<file path="src/rtl/mem_port_arbiter.sv">
// Round-robin arbiter sharing one memory port between instruction fetch and the LSU.
// One transaction at a time: IDLE grant, MEM_LAT cycles holding the port, one-cycle response.
module mem_port_arbiter #(
    parameter int ADDR_W  = 64,
    parameter int DATA_W  = 64,
    parameter int MEM_LAT = 1
) (
    input  logic                  clock,
    input  logic                  reset,

    input  logic                  if_req_valid,
    input  logic [ADDR_W-1:0]     if_req_addr,
    output logic                  if_req_ready,
    output logic                  if_resp_valid,
    output logic [DATA_W-1:0]     if_resp_data,

    input  logic                  ls_req_valid,
    input  logic [ADDR_W-1:0]     ls_req_addr,
    input  logic                  ls_req_wen,
    input  logic [DATA_W-1:0]     ls_req_wdata,
    input  logic [DATA_W/8-1:0]   ls_req_wmask,
    output logic                  ls_req_ready,
    output logic                  ls_resp_valid,
    output logic [DATA_W-1:0]     ls_resp_data,

    output logic                  mem_en,
    output logic                  mem_wen,
    output logic [ADDR_W-1:0]     mem_addr,
    output logic [DATA_W-1:0]     mem_wdata,
    output logic [DATA_W/8-1:0]   mem_wmask,
    input  logic [DATA_W-1:0]     mem_rdata
);

    localparam int CNT_W = (MEM_LAT > 1) ? $clog2(MEM_LAT) : 1;
    localparam logic [CNT_W-1:0] CNT_LOAD = CNT_W'(MEM_LAT - 1);

    typedef enum logic [1:0] {IDLE, WAIT, RESP} state_t;
    typedef enum logic {GRANT_IF = 1'b0, GRANT_LS = 1'b1} grant_t;

    state_t           state;
    grant_t           last_grant;
    grant_t           owner;
    logic [CNT_W-1:0] count;
    logic             txn_wen;
    logic             pick_ls;

    // The LSU wins when it is alone or when fetch held the previous grant.
    // Readies are held low while reset is asserted so every output is quiet.
    always_comb begin
        pick_ls      = ls_req_valid && (!if_req_valid || last_grant == GRANT_IF);
        if_req_ready = 1'b0;
        ls_req_ready = 1'b0;
        if (reset && state == IDLE) begin
            if_req_ready = if_req_valid && !pick_ls;
            ls_req_ready = pick_ls;
        end
    end

    // The mem_* registers double as the latched request; mem_wen is dropped
    // after the first WAIT cycle so a write is strobed exactly once.
    always_ff @(posedge clock or negedge reset) begin
        if (!reset) begin
            state         <= IDLE;
            last_grant    <= GRANT_LS;
            owner         <= GRANT_IF;
            count         <= '0;
            txn_wen       <= 1'b0;
            mem_en        <= 1'b0;
            mem_wen       <= 1'b0;
            mem_addr      <= '0;
            mem_wdata     <= '0;
            mem_wmask     <= '0;
            if_resp_valid <= 1'b0;
            if_resp_data  <= '0;
            ls_resp_valid <= 1'b0;
            ls_resp_data  <= '0;
        end else begin
            unique case (state)
                IDLE: begin
                    if (ls_req_ready) begin
                        state      <= WAIT;
                        count      <= CNT_LOAD;
                        owner      <= GRANT_LS;
                        last_grant <= GRANT_LS;
                        txn_wen    <= ls_req_wen;
                        mem_en     <= 1'b1;
                        mem_wen    <= ls_req_wen;
                        mem_addr   <= ls_req_addr;
                        mem_wdata  <= ls_req_wdata;
                        mem_wmask  <= ls_req_wmask;
                    end else if (if_req_ready) begin
                        state      <= WAIT;
                        count      <= CNT_LOAD;
                        owner      <= GRANT_IF;
                        last_grant <= GRANT_IF;
                        txn_wen    <= 1'b0;
                        mem_en     <= 1'b1;
                        mem_wen    <= 1'b0;
                        mem_addr   <= if_req_addr;
                        mem_wdata  <= '0;
                        mem_wmask  <= '0;
                    end
                end
                WAIT: begin
                    mem_wen <= 1'b0;
                    if (count == '0) begin
                        state     <= RESP;
                        mem_en    <= 1'b0;
                        mem_addr  <= '0;
                        mem_wdata <= '0;
                        mem_wmask <= '0;
                        if (owner == GRANT_LS) begin
                            ls_resp_valid <= 1'b1;
                            ls_resp_data  <= txn_wen ? '0 : mem_rdata;
                        end else begin
                            if_resp_valid <= 1'b1;
                            if_resp_data  <= mem_rdata;
                        end
                    end else begin
                        count <= count - CNT_W'(1);
                    end
                end
                RESP: begin
                    state         <= IDLE;
                    if_resp_valid <= 1'b0;
                    if_resp_data  <= '0;
                    ls_resp_valid <= 1'b0;
                    ls_resp_data  <= '0;
                end
                default: state <= IDLE;
            endcase
        end
    end

endmodule

</file>
<file path="config.mk">
export PLATFORM = sky130hd
export DESIGN_NAME = mem_port_arbiter
export DESIGN_NICKNAME = d
export VERILOG_FILES = /design/src/rtl/mem_port_arbiter.sv
export SDC_FILE = /design/constraint.sdc
export NUM_CORES = 1
export LEC_CHECK = 0
export ABC_CLOCK_PERIOD_IN_PS = 2050
export CORE_AREA = 2 2 213 215
export CTS_BUF_LIST = sky130_fd_sc_hd__clkbuf_4 sky130_fd_sc_hd__clkbuf_8
export DETAILED_ROUTE_END_ITERATION = 16
export DIE_AREA = 0 0 215 217
export GPL_TIMING_DRIVEN = 0
export REMOVE_ABC_BUFFERS = 1
export SYNTH_ARGS = -nofsm -noshare
export SYNTH_HDL_FRONTEND = slang
export SYNTH_SLANG_ARGS = --single-unit
</file>
<file path="constraint.sdc">
create_clock -name clock -period 2.05 [get_ports clock]
set_input_delay 0.3075 -clock clock [delete_from_list [all_inputs] [get_ports clock]]
set_output_delay 0.3075 -clock clock [all_outputs]
set_load 0.1 [all_outputs]
</file>
# After elaboration in Yosys (flattened, before gate mapping)
# Cells that the tools add are included.
[totals]
reg_bits = 274
out_inout_bits = 270
inputBits = 269
wordCells = 79
[op_classes]
n_eq_ne = 6
reduce_logical = 16
add_sub_neg = 1
muxes = 41
bitwise = 1
[ops]
columns = ["op", "n"]
rows = [
  ["$mux W64", 10],
  ["$pmux W64 S2", 4],
  ["$mux W8", 3],
  ["$pmux W8 S2", 1],
  ["$mux W1", 14],
  ["$pmux W1 S2", 5],
  ["$reduce_and A3 Y1", 3],
  ["$mux W2", 3],
  ["$ne A2 B2 Y1 const B", 3],
  ["$reduce_and A2 Y1", 3],
  ["$reduce_bool A2 Y1", 3],
  ["$pmux W2 S2", 1],
  ["$logic_and A1 B1 Y1", 3],
  ["$ne A3 B3 Y1 const B", 1],
  ["$eq A2 B1 Y1 const B", 1],
  ["$eq A2 B2 Y1 const B", 1],
  ["$logic_not A1 Y1", 2],
  ["$logic_not A2 Y1", 1],
  ["$logic_or A1 B1 Y1", 1],
  ["$not A1 Y1", 1],
  ["$sub A1 B1 Y1 const B", 1],
]

# Longest topological paths before layout
# Gate-level depths: netlist of run 1.
[depth]
word_depth = 9
ltp_mapped = 7
depth_no_buf = 4

# Worst setup path after synthesis of run 1
# OpenSTA, ideal clock, no wires.
[synth_timing]
path_kind = "flip-flop to output port"
startpoint = "reg state[0]"
endpoint = "out if_req_ready"
n_path_buf = 3
path_slack_ps = -717
stages_incl_launch_ff = 6
required_ps = 1742
t_arrival_ps = 2459
cell_sequence = "dfrtp_1 -> buf_6 -> or3b_1 -> buf_4 -> clkbuf_1 -> nor2_1"
[synth_via]
elab_chain_len = 3
[synth_lines]
columns = ["item", "line", "text"]
rows = [
  ["from (decl)", "40", "state_t state;"],
  ["from (signal assigned)", "63", "state <= IDLE;"],
  ["from (signal assigned)", "81", "state <= WAIT;"],
  ["from (signal assigned)", "92", "state <= WAIT;"],
  ["$logic_not A2 Y1", "53", "if (reset && state == IDLE) begin"],
  ["$logic_and A1 B1 Y1", "53", ""],
  ["$mux W1", "53", ""],
  ["to (decl)", "13", "output logic if_req_ready,"],
]
# Every way passes these cells.

# Final worst setup path of run 1
# Same ends and word-level chain as after synthesis.

==> impl_metrics.toml, run 1 <==
[run_status]
outcome = "complete, but fails checks"
violations = "hold timing, setup timing"

[logic_synthesis]
synth_edf_count = 0
netlist_area_um2 = 10530
synthTopCellsByArea = "dfrtp_1 (65%), a22o_1 (17%), mux2i_1 (2.9%), a311oi_1 (2.8%), o2bb2ai_1 (2.5%)"
ys_warn_count = 0
synth.distinct_cells = 32
synth-seq-cells = 273
ys_seq_area_share_pct = 64.87
ys.flop_type = "dfrtp_1"
synth_top_area_share_pct = 64.62
yosys.cell_count.top_type = "dfrtp_1"
synthCells = 780
synth_top_area_cell = "dfrtp_1"
synth_area_per_cell_um2 = 13.50
synthTopCellsByCount = "dfrtp_1 (272), a22o_1 (202), o21ai_0 (40)"
async_flop_share_pct = 100.0

[critical_path]
cp-end-kind = "output pin"
cp_slowest_stage_delay_ps = 450
slowest_stage = "or3b_4"
critPathKind = "reg -> out"
crit_chain = "or3b_4 -> buf_12 -> nor2_4 -> buf_12"
worst_r2r_path_depth = 6
r2r_slack_ps = 80
cp_data_required_time_ps = 1740
critPathMaxFanout = 2
rr_startpoint = "state[0]$_DFFE_PN0P_"
reg2reg_to = "if_resp_data[10]$_DFFE_PN0P_"
crit_arrival_ps = 1890
crit_top_cell = "buf_12"
cp-start-kind = "register"

[drt]
vias = 9369
detail_route.wl_per_cell_um = 21.60
drt-total-wl_um = 42700
via_per_inst = 4.739
drc = 0
firstDrtPassIters = 4
ant_nets = 0
drt_iter0_drc = 578

[final_layout]
fin_util_pct = 41.69
diodes = 0
fillerInstances = 4296
register_area_um2 = 6835
layout.nets = 1612
area_growth_pct = 76.91
drive_gt1_share_pct = 30.94
multi_input_area_um2 = 3452
final_area_um2 = 18640

[timing]
relSlewSlack_pct = 31.55
post-route-period-util_pct = 107.3
drv_slew = 0
setup_violations = 2
period_needed_ps = 2199
finalHoldViolCount = 77
rsz0062_at_grt = "true"
whs_ps = -370.3
worstMarginPinSlew_ps = 1025
clock_skew_ps = 26.60
clock.fmax_mhz = 454.8
setup_ws_ps = -148.9

[clock_network]
h-tree-depth = 2
numCtsBuffers = 49
clk_pin_slew_ps = 60
cts-root-buf = "clkbuf_8"
cts_tree = "built"
clock_sinks = 273
clk_latency_ps = 600
clk_path_buf_depth = 3

[die]
ios = 539
fp.dieW_um = 215
die_y_um = 217
core-area_um2 = 44700
start_util_pct = 23.57
rows = 78
dieArea_um2 = 46660

[global_routing]
grt_pass1_wl_um = 63660
grt-ovfl-total = 0
grt_pass1_vias = 10041
grt_max_degree = 113
grt_use_total_pct = 17.59
antenna_found_initial = 1

[power_and_ir_drop]
irDropWorstVdd_mv = 0.7987
power.density_nw_per_um2 = 1475
p_leak_nw = 8.028

[place]
pre_cts_ws_ps = -3019
globalplace.congestion = 0.8162
dpl.hpwl_um = 27620
postPlaceCellArea_um2 = 16720
portBuffers = 538

[run]
cap_violations = 0

[hold_path]
hold_class = "in -> async"
-- sequential cells by signal, indices dropped and copies added (netlist names) --
signal / flops
if_resp_data: 64
ls_resp_data: 64
mem_addr: 64
mem_wdata: 64
mem_wmask: 8
state: 2
if_resp_valid: 1
last_grant: 1
ls_resp_valid: 1
mem_en: 1
mem_wen: 1
owner: 1
txn_wen: 1
-- worst max-delay path, delay by kind of cell, from the launching register on --
family	cells	cell delay, ps
buffers and inverters	2	330
DFF	1	400
and+or+nand+nor	2	540
-- cell usage in the layout, fill, tap and decap left out, types with 14 or more instances in the layout --
cell	synthesis	routed
nand2_1	34	34
clkbuf_4	0	18
clkbuf_8	0	59
mux2i_1	30	30
clkdlybuf4s50_1	0	267
dfrtp_1	272	270
clkdlybuf4s15_2	0	268
a21oi_1	34	34
a22o_1	202	202
o21ai_0	40	40
buf_4	1	14
o2bb2ai_1	30	30
a311oi_1	34	34
buf_12	0	14
-- worst max-delay path by stage --
stage	start	end	slack [ps]	cells past startpoint
after floorplan	state[0]$_DFFE_PN0P_	if_resp_data[0]$_DFFE_PN0P_	-5300	3
after global placement	reset	mem_wmask[3]$_DFFE_PN0P_	-15480	4
after detailed placement	reset	ls_req_ready	-3020	5
after CTS	state[1]$_DFFE_PN0P_	ls_req_ready	-240	3
after global routing	state[0]$_DFFE_PN0P_	if_req_ready	-230	4
final	state[0]$_DFFE_PN0P_	if_req_ready	-150	4
-- routing by layer --
| metal | track usage (%) | wire (um) | share of wire (%) | vias up |
|---|---|---|---|---|
| met1 | 22.17 | 17960 | 42 | 4740 |
| li1 | - | - | - | 4149 |
| met2 | 28.93 | 20510 | 48 | 414 |
| met3 | 4.612 | 3040 | 7.1 | 66 |
| met4 | 6.851 | 1184 | 2.8 | 0 |
| met5 | 0 | 0 | 0 | - |
-- power breakdown --
group / switching (mW) / internal [mW]
Combinational: 11.1 / 3.26
Clock: 2.36 / 3.43
Sequential: 0.729 / 6.60
Total: 14.2 / 13.3
-- stage by stage --
step / power (mW) / setup TNS [ps] / cells
after floorplan: 17.67 / -631630 / 702
after global placement: 21.71 / -6265170 / 1840
after detailed placement: 21.88 / -232750 / 1860
after CTS: 27.64 / -450.8 / 1966
after global routing: 28.41 / -443.2 / 1977
final: 27.48 / -254.3 / 1977
-- cell families after synthesis --
group | count (synthesis) | share of synthesized area, %
flip-flops | 273 | 64.87
multiplexers | 30 | 2.851
AND/OR/NAND/NOR | 47 | 2.221
AO/OA/AOI/OAI | 347 | 26.17
buffers and inverters | 83 | 3.896
-- cell type report --
class                      instances  area share, %
clock buffer                      77          5.083
tap                              600          4.028
sequential                       273          36.68
multi-input combinational        431          18.52
inverter                           5         0.1410
timing repair buffer             583          34.74
clock inverter                     8         0.8057
-- what timing repair did --
action                                  4_1_cts  5_1_grt
endpoints found under the hold margin       112      160
pin swaps                                     8        4
buffers inserted                             13        6
endpoints found under the setup margin      460       97
gates cloned                                  8        2
resized for setup                           837        2
Power figures use the tool's default switching activity.
==> inputs of run 2 (changes only) <==
--- a/config.mk
+++ b/config.mk
@@ -10,6 +10,7 @@
 export CTS_BUF_LIST = sky130_fd_sc_hd__clkbuf_4 sky130_fd_sc_hd__clkbuf_8
 export DETAILED_ROUTE_END_ITERATION = 16
 export DIE_AREA = 0 0 215 217
+export GPL_ROUTABILITY_DRIVEN = 0
 export GPL_TIMING_DRIVEN = 0
 export REMOVE_ABC_BUFFERS = 1
 export SYNTH_ARGS = -nofsm -noshare
==> results of run 2 <==
The final DEF is identical to that of run 1; final timing and power are the same.
